$ cat src/rtl/seg7_pkg.sv
// Shared seven-segment definitions: segment indices, active-high glyphs and
// the code-to-glyph decode used by every digit of the HEX display.
package seg7_pkg;

  // Segment positions inside a [0:6] word, a..g.
  localparam int SEG_A    = 0;
  localparam int SEG_B    = 1;
  localparam int SEG_C    = 2;
  localparam int SEG_D    = 3;
  localparam int SEG_E    = 4;
  localparam int SEG_F    = 5;
  localparam int SEG_G    = 6;
  localparam int NUM_SEGS = 7;

  // Glyph word, element 0 is segment a, element 6 is segment g; 1 = lit.
  typedef logic [0:NUM_SEGS-1] glyph_t;

  //                                  abcdefg
  localparam glyph_t GLYPH_0   = 7'b1111110;
  localparam glyph_t GLYPH_1   = 7'b0110000;
  localparam glyph_t GLYPH_2   = 7'b1101101;
  localparam glyph_t GLYPH_3   = 7'b1111001;
  localparam glyph_t GLYPH_4   = 7'b0110011;
  localparam glyph_t GLYPH_5   = 7'b1011011;
  localparam glyph_t GLYPH_6   = 7'b1011111;
  localparam glyph_t GLYPH_7   = 7'b1110000;
  localparam glyph_t GLYPH_8   = 7'b1111111;
  localparam glyph_t GLYPH_9   = 7'b1111011;
  localparam glyph_t GLYPH_A   = 7'b1110111;
  localparam glyph_t GLYPH_B   = 7'b0011111;
  localparam glyph_t GLYPH_C   = 7'b1001110;
  localparam glyph_t GLYPH_D   = 7'b0111101;
  localparam glyph_t GLYPH_E   = 7'b1001111;
  localparam glyph_t GLYPH_F   = 7'b1000111;
  localparam glyph_t GLYPH_OFF = 7'b0000000;

  // Map a 4-bit code to its active-high glyph. Codes above 9 only show a
  // letter when hex_mode is set; otherwise the digit goes dark.
  function automatic glyph_t decode_glyph(input logic [3:0] code,
                                          input logic       hex_mode);
    glyph_t g;
    g = GLYPH_OFF;
    case (code)
      4'h0: g = GLYPH_0;
      4'h1: g = GLYPH_1;
      4'h2: g = GLYPH_2;
      4'h3: g = GLYPH_3;
      4'h4: g = GLYPH_4;
      4'h5: g = GLYPH_5;
      4'h6: g = GLYPH_6;
      4'h7: g = GLYPH_7;
      4'h8: g = GLYPH_8;
      4'h9: g = GLYPH_9;
      4'hA: g = hex_mode ? GLYPH_A : GLYPH_OFF;
      4'hB: g = hex_mode ? GLYPH_B : GLYPH_OFF;
      4'hC: g = hex_mode ? GLYPH_C : GLYPH_OFF;
      4'hD: g = hex_mode ? GLYPH_D : GLYPH_OFF;
      4'hE: g = hex_mode ? GLYPH_E : GLYPH_OFF;
      4'hF: g = hex_mode ? GLYPH_F : GLYPH_OFF;
      default: g = GLYPH_OFF;
    endcase
    return g;
  endfunction

endpackage

$ cat src/rtl/bcd_7seg.sv
// Registered 4-bit to seven-segment decoder for one HEX display digit.
// Decoding is done active-high; board polarity is applied just before the
// output register so reset, blank and glyphs all share the same inversion.
module bcd_7seg
  import seg7_pkg::*;
#(
  parameter bit ACTIVE_LOW = 1'b1,
  parameter bit HEX_MODE   = 1'b0
) (
  input  logic            clk,
  input  logic            rst,
  input  logic [3:0]      bcd,
  input  logic            blank,
  output logic [0:6]      seg
);

  // All segments dark, expressed in output polarity.
  localparam logic [0:6] SEG_ALL_OFF = ACTIVE_LOW ? 7'b1111111 : 7'b0000000;

  glyph_t     glyph_next;
  logic [0:6] seg_next;
  logic [0:6] seg_reg;

  // Blank overrides the code; everything else goes through the shared decode.
  always_comb begin
    glyph_next = GLYPH_OFF;
    if (blank) begin
      glyph_next = GLYPH_OFF;
    end else begin
      glyph_next = decode_glyph(bcd, HEX_MODE);
    end
  end

  // Per-segment polarity: a lit segment drives 0 on an active-low board.
  genvar gi;
  generate
    for (gi = 0; gi < NUM_SEGS; gi++) begin : g_polarity
      assign seg_next[gi] = glyph_next[gi] ^ ACTIVE_LOW;
    end
  endgenerate

  // Output register; reset wins over any input on the same edge.
  always_ff @(posedge clk) begin
    if (rst) begin
      seg_reg <= SEG_ALL_OFF;
    end else begin
      seg_reg <= seg_next;
    end
  end

  assign seg = seg_reg;

endmodule

$ cat config.mk
export PLATFORM = sky130hd
export DESIGN_NAME = bcd_7seg
export DESIGN_NICKNAME = d
export VERILOG_FILES = /design/src/rtl/seg7_pkg.sv /design/src/rtl/bcd_7seg.sv
export SDC_FILE = /design/constraint.sdc
export NUM_CORES = 1
export LEC_CHECK = 0
export ABC_AREA = 0
export BUFFER_PORTS_ARGS = -buffer_cell sky130_fd_sc_hd__buf_2
export CAP_MARGIN = 30
export CORE_AREA = 2 2 39 41
export CTS_CLUSTER_SIZE = 10
export DETAILED_ROUTE_END_ITERATION = 10
export DIE_AREA = 0 0 41 43
export PLACE_DENSITY = 0.57
export SYNTH_ARGS = -nofsm -noshare
export SYNTH_HDL_FRONTEND = slang
export SYNTH_SLANG_ARGS = --single-unit
$ cat constraint.sdc
create_clock -name clk -period 2.5 [get_ports clk]
set_input_delay 0.375 -clock clk [delete_from_list [all_inputs] [get_ports clk]]
set_output_delay 0.375 -clock clk [all_outputs]
set_load 0.1 [all_outputs]
======== Word-level counts from Yosys, hierarchy flattened ========
Memories as Yosys holds them, arrays and structs flattened.
Cells that the tools add are included.
storage, ports and cells
  bits in registers ....................... 7
  memory bits (read-only) ................. 112
  input port bits ......................... 7
  output and inout bits ................... 7
  memories ................................ 1
operators by class
  multiplexer cells ....................... 1
  bitwise logic cells ..................... 7
memories
  name             words  width  read ports  clocked after memory_dff  write ports  RTL line        RTL
  (no name shown)  16     7      1           0                         0            seg7_pkg.sv:43  case (code)
operators by type and width
  kind       count
  $mux 7     1
  $not 1->1  7

======== Logic depth before layout (Yosys ltp) ========
Gate-level depths: netlist of the first run.
An unclocked memory read counts as a cell.
  depth after elaboration ................. 3
  depth in mapped cells ................... 5
  gate-level depth less buffers ........... 5

======== Least setup slack after synthesis of the first run ========
No wires, ideal clock.
  path type ............................... reg2out
  start point ............................. register seg_reg (netlist bit seg[0])
  end point ............................... output seg[0] (netlist name)
  arrival ................................. 0.909 ns
  setup slack ............................. 1.216 ns
  cell stages (with the launch flop) ...... 1
  path through ............................ dfxtp_1
RTL lines
  what                    RTL line        RTL
  start, declared         bcd_7seg.sv:22  logic [0:6] seg_reg;
  start signal, assigned  bcd_7seg.sv:47  seg_reg <= seg_next;
  end, declared           bcd_7seg.sv:14  output logic [0:6] seg
No word-level cell between the ends.

======== Final worst setup path of the first run ========
  start point ............................. register seg_reg (netlist bit seg[6])
  end point ............................... output seg[6] (netlist name)
No word-level cell between the ends.

==> results of run 1 <==
-- cells by family (layout without fill, tap and decap cells) --
family	count (synthesis)	count (layout)
compound gates	10	10
mux	1	1
flops	7	7
buf+inv	3	19
simple gates	7	7
fa+ha+maj	5	5
-- synthesized netlist by cell type --
library cell / count / area, µm²
nor3_4: 1 / 16.3
nor2_1: 2 / 7.51
a211o_1: 1 / 8.76
a21oi_1: 2 / 10.0
o21a_1: 1 / 7.51
buf_6: 1 / 11.3
mux2i_1: 1 / 10.0
nand2b_1: 2 / 12.5
dfxtp_1: 7 / 140
nand2_1: 2 / 7.51
ha_1: 5 / 62.6
inv_1: 2 / 7.51
o21ai_1: 5 / 25.0
o21ai_0: 1 / 5.00
-- cells in the final DEF, fill, tap and decap left out --
cell	synthesis	routed
clkbuf_1	0	1
dfxtp_1	7	7
o21ai_0	1	1
nor3_4	1	1
inv_1	2	2
mux2i_1	1	1
a211o_1	1	1
buf_2	0	13
o21a_1	1	1
o21ai_1	5	5
nor2_1	2	2
ha_1	5	5
clkbuf_4	0	3
nand2b_1	2	2
a21oi_1	2	2
nand2_1	2	2
-- per-stage QoR --
step | instance area [µm²] | power, W | utilization
final | 432 | 0.000291 | 0.312
after global routing | 432 | 0.000310 | 0.312
after CTS | 432 | 0.000293 | 0.312
after detailed placement | 405 | 0.000193 | 0.293
after global placement | 405 | 0.000192 | 0.293
after floorplan | 332 | 0.000178 | -
-- report_power, final --
group | internal [W] | switching (W)
sequential | 0.000117 | 0.000000946
clock | 0.0000608 | 0.0000404
combinational | 0.0000151 | 0.0000569
-- path summary, 6_finish.rpt --
check | depth (start not counted) | endpoint | slack (ns)
worst max-delay path | 1 | seg[6] | 1.16
worst min-delay path | 2 | seg[4] | 0.36
-- final cells by class --
type / instances / area [µm²] / area share
clock buffers: 4 / 26.3 / 0.0609
repair buffers: 13 / 65.1 / 0.151
inverters: 2 / 7.51 / 0.0174
well taps: 16 / 20.0 / 0.0464
multi-input cells: 23 / 173 / 0.400
flip-flops and latches: 7 / 140 / 0.325
-- metal layers --
layer / share of wire / track usage
met5: 0 / 0
met4: 0.017 / 0.100
met3: 0.12 / 0.0314
met2: 0.43 / 0.106
met1: 0.43 / 0.0769
==> results by group, run 1 <==
Drt
  • Post-DRT Antenna Nets: 0
  • Routed WL per cell: 8.85 µm
  • Vias/cell: 4.09
  • Via count: 266
  • Router iterations before antenna repair: 2
  • Drt total wl: 575 µm
  • 1st-iter DRT viols: 1
  • # DRC: 0

Synth
  • Syn_area_per_cell: 10.0 µm²
  • Share of the yosys chip area belonging to registers: 0.423
  • Flops & latches, synth: 7
  • Ys Warns: 0
  • Netlist Area Pre-Place: 332 µm²
  • Compound-Gate Fraction of Synth Area: 0.170
  • Xor/xnor cell area share of the yosys netlist: 0
  • Largest family of logic cells by synthesized area: adder cells
  • Post-synth cell types: 14
  • Cell count after synthesis: 33
  • Adder-cell share of the synthesized area: 0.189
  • Syn nets: 45
  • Post-synthesis mux area share: 0.0302
  • Simple-gate area share of the yosys netlist: 0.132

Clock tree
  • CTS H-tree lvls: 1
  • Clk root buf: clkbuf_4
  • CTS Buffer Depth: 2
  • Clock sinks: 7
  • Total CTS buffers: 3
  • # resized after CTS: 0
  • Post-CTS Repair Setup Buffers: 0
  • CTS tree: built
  • Hold_buf cts: 0
  • Clock slew at reported path FFs: 0.05 ns

Worst setup path
  • Critical Path Source: seg[6]
  • WP data required: 2.12 ns
  • Worst Path Max Fanout: 1
  • Kind of critical path: flip-flop to primary output
  • CP cell instances: buf_2
  • Worst path max stage delay: 0.41 ns
  • Worst Path Arrival: 0.97 ns
  • Crit path capture type: primary output
  • Slowest stage cell, crit path: buf_2
  • Startpoint Class: flip-flop
  • Worst Path Buf+Inv: 1
  • CP delay by family, top: buffers and inverters

Power and ir drop
  • Power per cell area: 675 nW/µm²
  • LEAKAGE: 0.195 nW
  • Maximum vdd ir drop: 0.112 mV

Timing
  • Slew margin rel.: 0.679
  • Final setup vio count: 0
  • Setup tns final: 0 ns
  • RSZ-0062 raised after global routing: false
  • Max Clk Rate: 0.744 GHz
  • Least-Margin Pin Slew: 0.485 ns
  • Fin crit period: 1.34 ns
  • Max Transition Viols Final: 0
  • Final Cycle Share: 0.538
  • Worst hold margin: 0.359 ns
  • Final Hold Viols: 0
  • Setup ws final: 1.16 ns

Cells and area
  • Nets: 62
  • Post-Layout Cell Count: 65
  • Area delta synth->final: 30.2%
  • Number of flip-flops in the largest register: 7
  • Antenna fix cells: 0
  • Fillers: 154
  • Layout cells sized above 1: 0.347

Floorplanning
  • Initial cell density of the core: 0.240
  • Rows: 14
  • Placeable Area: 1380 µm²
  • Die H: 43 µm
  • Die area: 1760 µm²
  • I/O pins: 14
  • Die X: 41 µm

Global route
  • First-pass GRT wire length: 855 µm
  • GRT Total Usage: 0.0792
  • Initial antenna violation count: 0
  • Number of global-route vias before repair: 207
  • Largest net degree at the start of global routing: 11
  • Gr ovfl total: 0

Run
  • Max-cap violation count: 0

Hold path
  • Hold WC Path Type: input pin to flip-flop
  • Hold Crit Start: rst

Status
  • Status: finished, final reports clean

Placement
  • IO buf count: 13
  • Post-Place Worst Slack: 1.25 ns
  • GPL Wtd Cong: 0.673
  • Placed Cells incl. Taps: 61
Note: power is estimated with default switching activity, not from simulation.
==> run 2, diff against run 1 <==
- ABC_AREA: 0 -> 1
- PLACE_DENSITY: 0.57 -> 0.6
- clock period: 2.5 -> 1.15 ns (I/O delays scaled with it)
==> results by group, run 2 <==
Status
  • Status: finished, final reports clean

Clock tree
  • CTS H-tree lvls: 1 (unchanged)
  • Clock slew at reported path FFs: 0.05 ns (about the same)
  • Clk root buf: clkbuf_4
  • Clock sinks: 7 (unchanged)
  • Hold_buf cts: 0 (unchanged)
  • Total CTS buffers: 3 (unchanged)
  • CTS tree: built
  • # resized after CTS: 0 (unchanged)
  • CTS Buffer Depth: 2 (unchanged)
  • Post-CTS Repair Setup Buffers: 0 (unchanged)

Synth
  • Compound-Gate Fraction of Synth Area: 0 (-0.170)
  • Top FF cell, synth: dfxtp_1
  • Adder-cell share of the synthesized area: 0.179 (-0.00947)
  • Top cells by count, synth: nand2_1, dfxtp_1, nand3_1
  • Largest family of logic cells by synthesized area: simple AND/OR/NAND/NOR gates
  • Post-synth cell types: 10 (-4)
  • Netlist Area Pre-Place: 349 µm² (+5.3%)
  • Ys Warns: 0 (unchanged)
  • Cell count after synthesis: 45 (+36%)
  • Ranking of synthesized cells by area: dfxtp_1, ha_1, nand2_1
  • Post-synth ARST share: 0 (unchanged)
  • Post-synth EDFFs: 0 (unchanged)
  • Flops & latches, synth: 7 (unchanged)
  • Post-synthesis mux area share: 0 (-0.0302)
  • Simple-gate area share of the yosys netlist: 0.315 (+0.183)
  • Top cell type's share of synthesized area: 0.401 (-0.0212)
  • Xor/xnor cell area share of the yosys netlist: 0 (unchanged)
  • Share of the yosys chip area belonging to registers: 0.401 (-0.0212)
  • Syn_area_per_cell: 7.76 µm² (-23%)
  • Syn nets: 57 (+27%)
  • Most common cell in the netlist: nand2_1
  • Cell accounting for the most synthesized area: dfxtp_1

Timing
  • Worst hold margin: 0.146 ns (-0.213 ns)
  • Setup tns final: 0 ns (unchanged)
  • RSZ-0062 raised after global routing: false
  • Fin crit period: 0.944 ns
  • Final Hold Viols: 0 (unchanged)
  • Max Clk Rate: 1.06 GHz
  • Final setup vio count: 0 (unchanged)
  • Max Transition Viols Final: 0 (unchanged)
  • Slew margin rel.: 0.909 (+0.230)
  • Least-Margin Pin Slew: 0.136 ns (-0.349 ns)
  • Final Cycle Share: 0.821

Drt
  • Drt total wl: 504 µm (-12%)
  • Routed WL per cell: 6.46 µm (-27%)
  • Post-DRT Antenna Nets: 0 (unchanged)
  • Vias/cell: 3.78 (-7.6%)
  • Via count: 295 (+11%)
  • 1st-iter DRT viols: 0 (-1)
  • # DRC: 0 (unchanged)
  • Router iterations before antenna repair: 1 (-1)

Run
  • Max-cap violation count: 0 (unchanged)

Global route
  • Largest net degree at the start of global routing: 8 (-3)
  • Initial antenna violation count: 0 (unchanged)
  • Gr ovfl total: 0 (unchanged)
  • Number of global-route vias before repair: 243 (+17%)
  • First-pass GRT wire length: 883 µm (+3.3%)
  • GRT Total Usage: 0.0734 (-0.00587)

Cells and area
  • Commonest cells after routing, fill and taps aside: nand2_1, buf_12, dfxtp_1
  • Post-Layout Cell Count: 78 (+20%)
  • Number of flip-flops in the largest register: 7 (unchanged)
  • Area delta synth->final: 62.0%
  • Nets: 75 (+21%)
  • Combined area of the multi-input logic cells: 173 µm² (unchanged)
  • Layout cells sized above 1: 0.355 (+0.00790)
  • FF/Latch Area: 140 µm² (unchanged)
  • Antenna fix cells: 0 (unchanged)
  • Post-route cell area: 566 µm² (+31%)
  • Fillers: 138 (-10%)
  • Most common cell after layout, fill and taps aside: nand2_1

Hold path
  • Hold Crit Start: rst
  • Hold WC Path Type: input pin to flip-flop

Floorplanning
  • I/O pins: 14 (unchanged)
  • Die area: 1760 µm² (unchanged)
  • Initial cell density of the core: 0.252 (+0.0127)
  • Die X: 41 µm (unchanged)
  • Placeable Area: 1380 µm² (unchanged)
  • Die H: 43 µm (unchanged)
  • Rows: 14 (unchanged)

Power and ir drop
  • Maximum vdd ir drop: 0.305 mV (+170%)
  • Total power: 0.000664 W (+130%)
  • Power per cell area: 1170 nW/µm² (+74%)
  • LEAKAGE: 0.290 nW (+49%)

Worst setup path
  • Worst Path Arrival: 0.77 ns (-0.20 ns)
  • Critical Path Source: seg[2]
  • CP cell instances: buf_12
  • Slowest stage cell, crit path: dfxtp_1
  • Startpoint Class: flip-flop
  • WP data required: 0.98 ns (-1.14 ns)
  • Kind of critical path: flip-flop to primary output
  • Worst Path Buf+Inv: 1 (unchanged)
  • Crit path capture type: primary output
  • CP delay by family, top: flip-flops
  • Worst Path Max Fanout: 1 (unchanged)
  • Worst path max stage delay: 0.35 ns (-0.06 ns)

Placement
  • IO buf count: 13 (unchanged)
  • Placed Area: 539 µm² (+33%)
  • GPL Wtd Cong: 0.816 (+21%)
  • Placed Cells incl. Taps: 74 (+21%)
  • Post-DP HPWL: 472 µm
==> run 2: per-layer routing <==
metal / share of wire / global-route usage
met4: 0 / 0.0600
met1: 0.36 / 0.0742
met2: 0.55 / 0.119
met3: 0.089 / 0.0157
met5: 0 / 0
==> run 2: final cells by class <==
cell class,instances,share of cell area
Clock buffer,4,0.0465
Inverter,9,0.0642
Timing Repair Buffer,13,0.301
Multi-Input combinational cell,29,0.305
Tap cell,16,0.0354
Sequential cell,7,0.248
==> run 2: stage by stage <==
step	util	setup slack, ns
floorplan	-	0.0685
global placement	0.390	0.182
detailed placement	0.390	0.175
CTS	0.409	0.193
global route	0.409	0.187
finish	0.409	0.206
==> run 2: final timing paths <==
kind	to	slack [ns]	depth (start not counted)
min	seg[4]	0.15	3
max	seg[2]	0.21	1
==> run 2: cell families after synthesis <==
logic type,after synthesis
AND/OR/NAND/NOR,24
adder cells (fa/ha/maj),5
buffers and inverters,9
flip-flops,7
==> run 2: power breakdown <==
group / switching, W / internal, W / total [W]
combinational: 0.000128 / 0.0000686 / 0.000196
sequential: 0.00000865 / 0.000255 / 0.000264
clock: 0.0000724 / 0.000131 / 0.000204
total: 0.000209 / 0.000455 / 0.000664
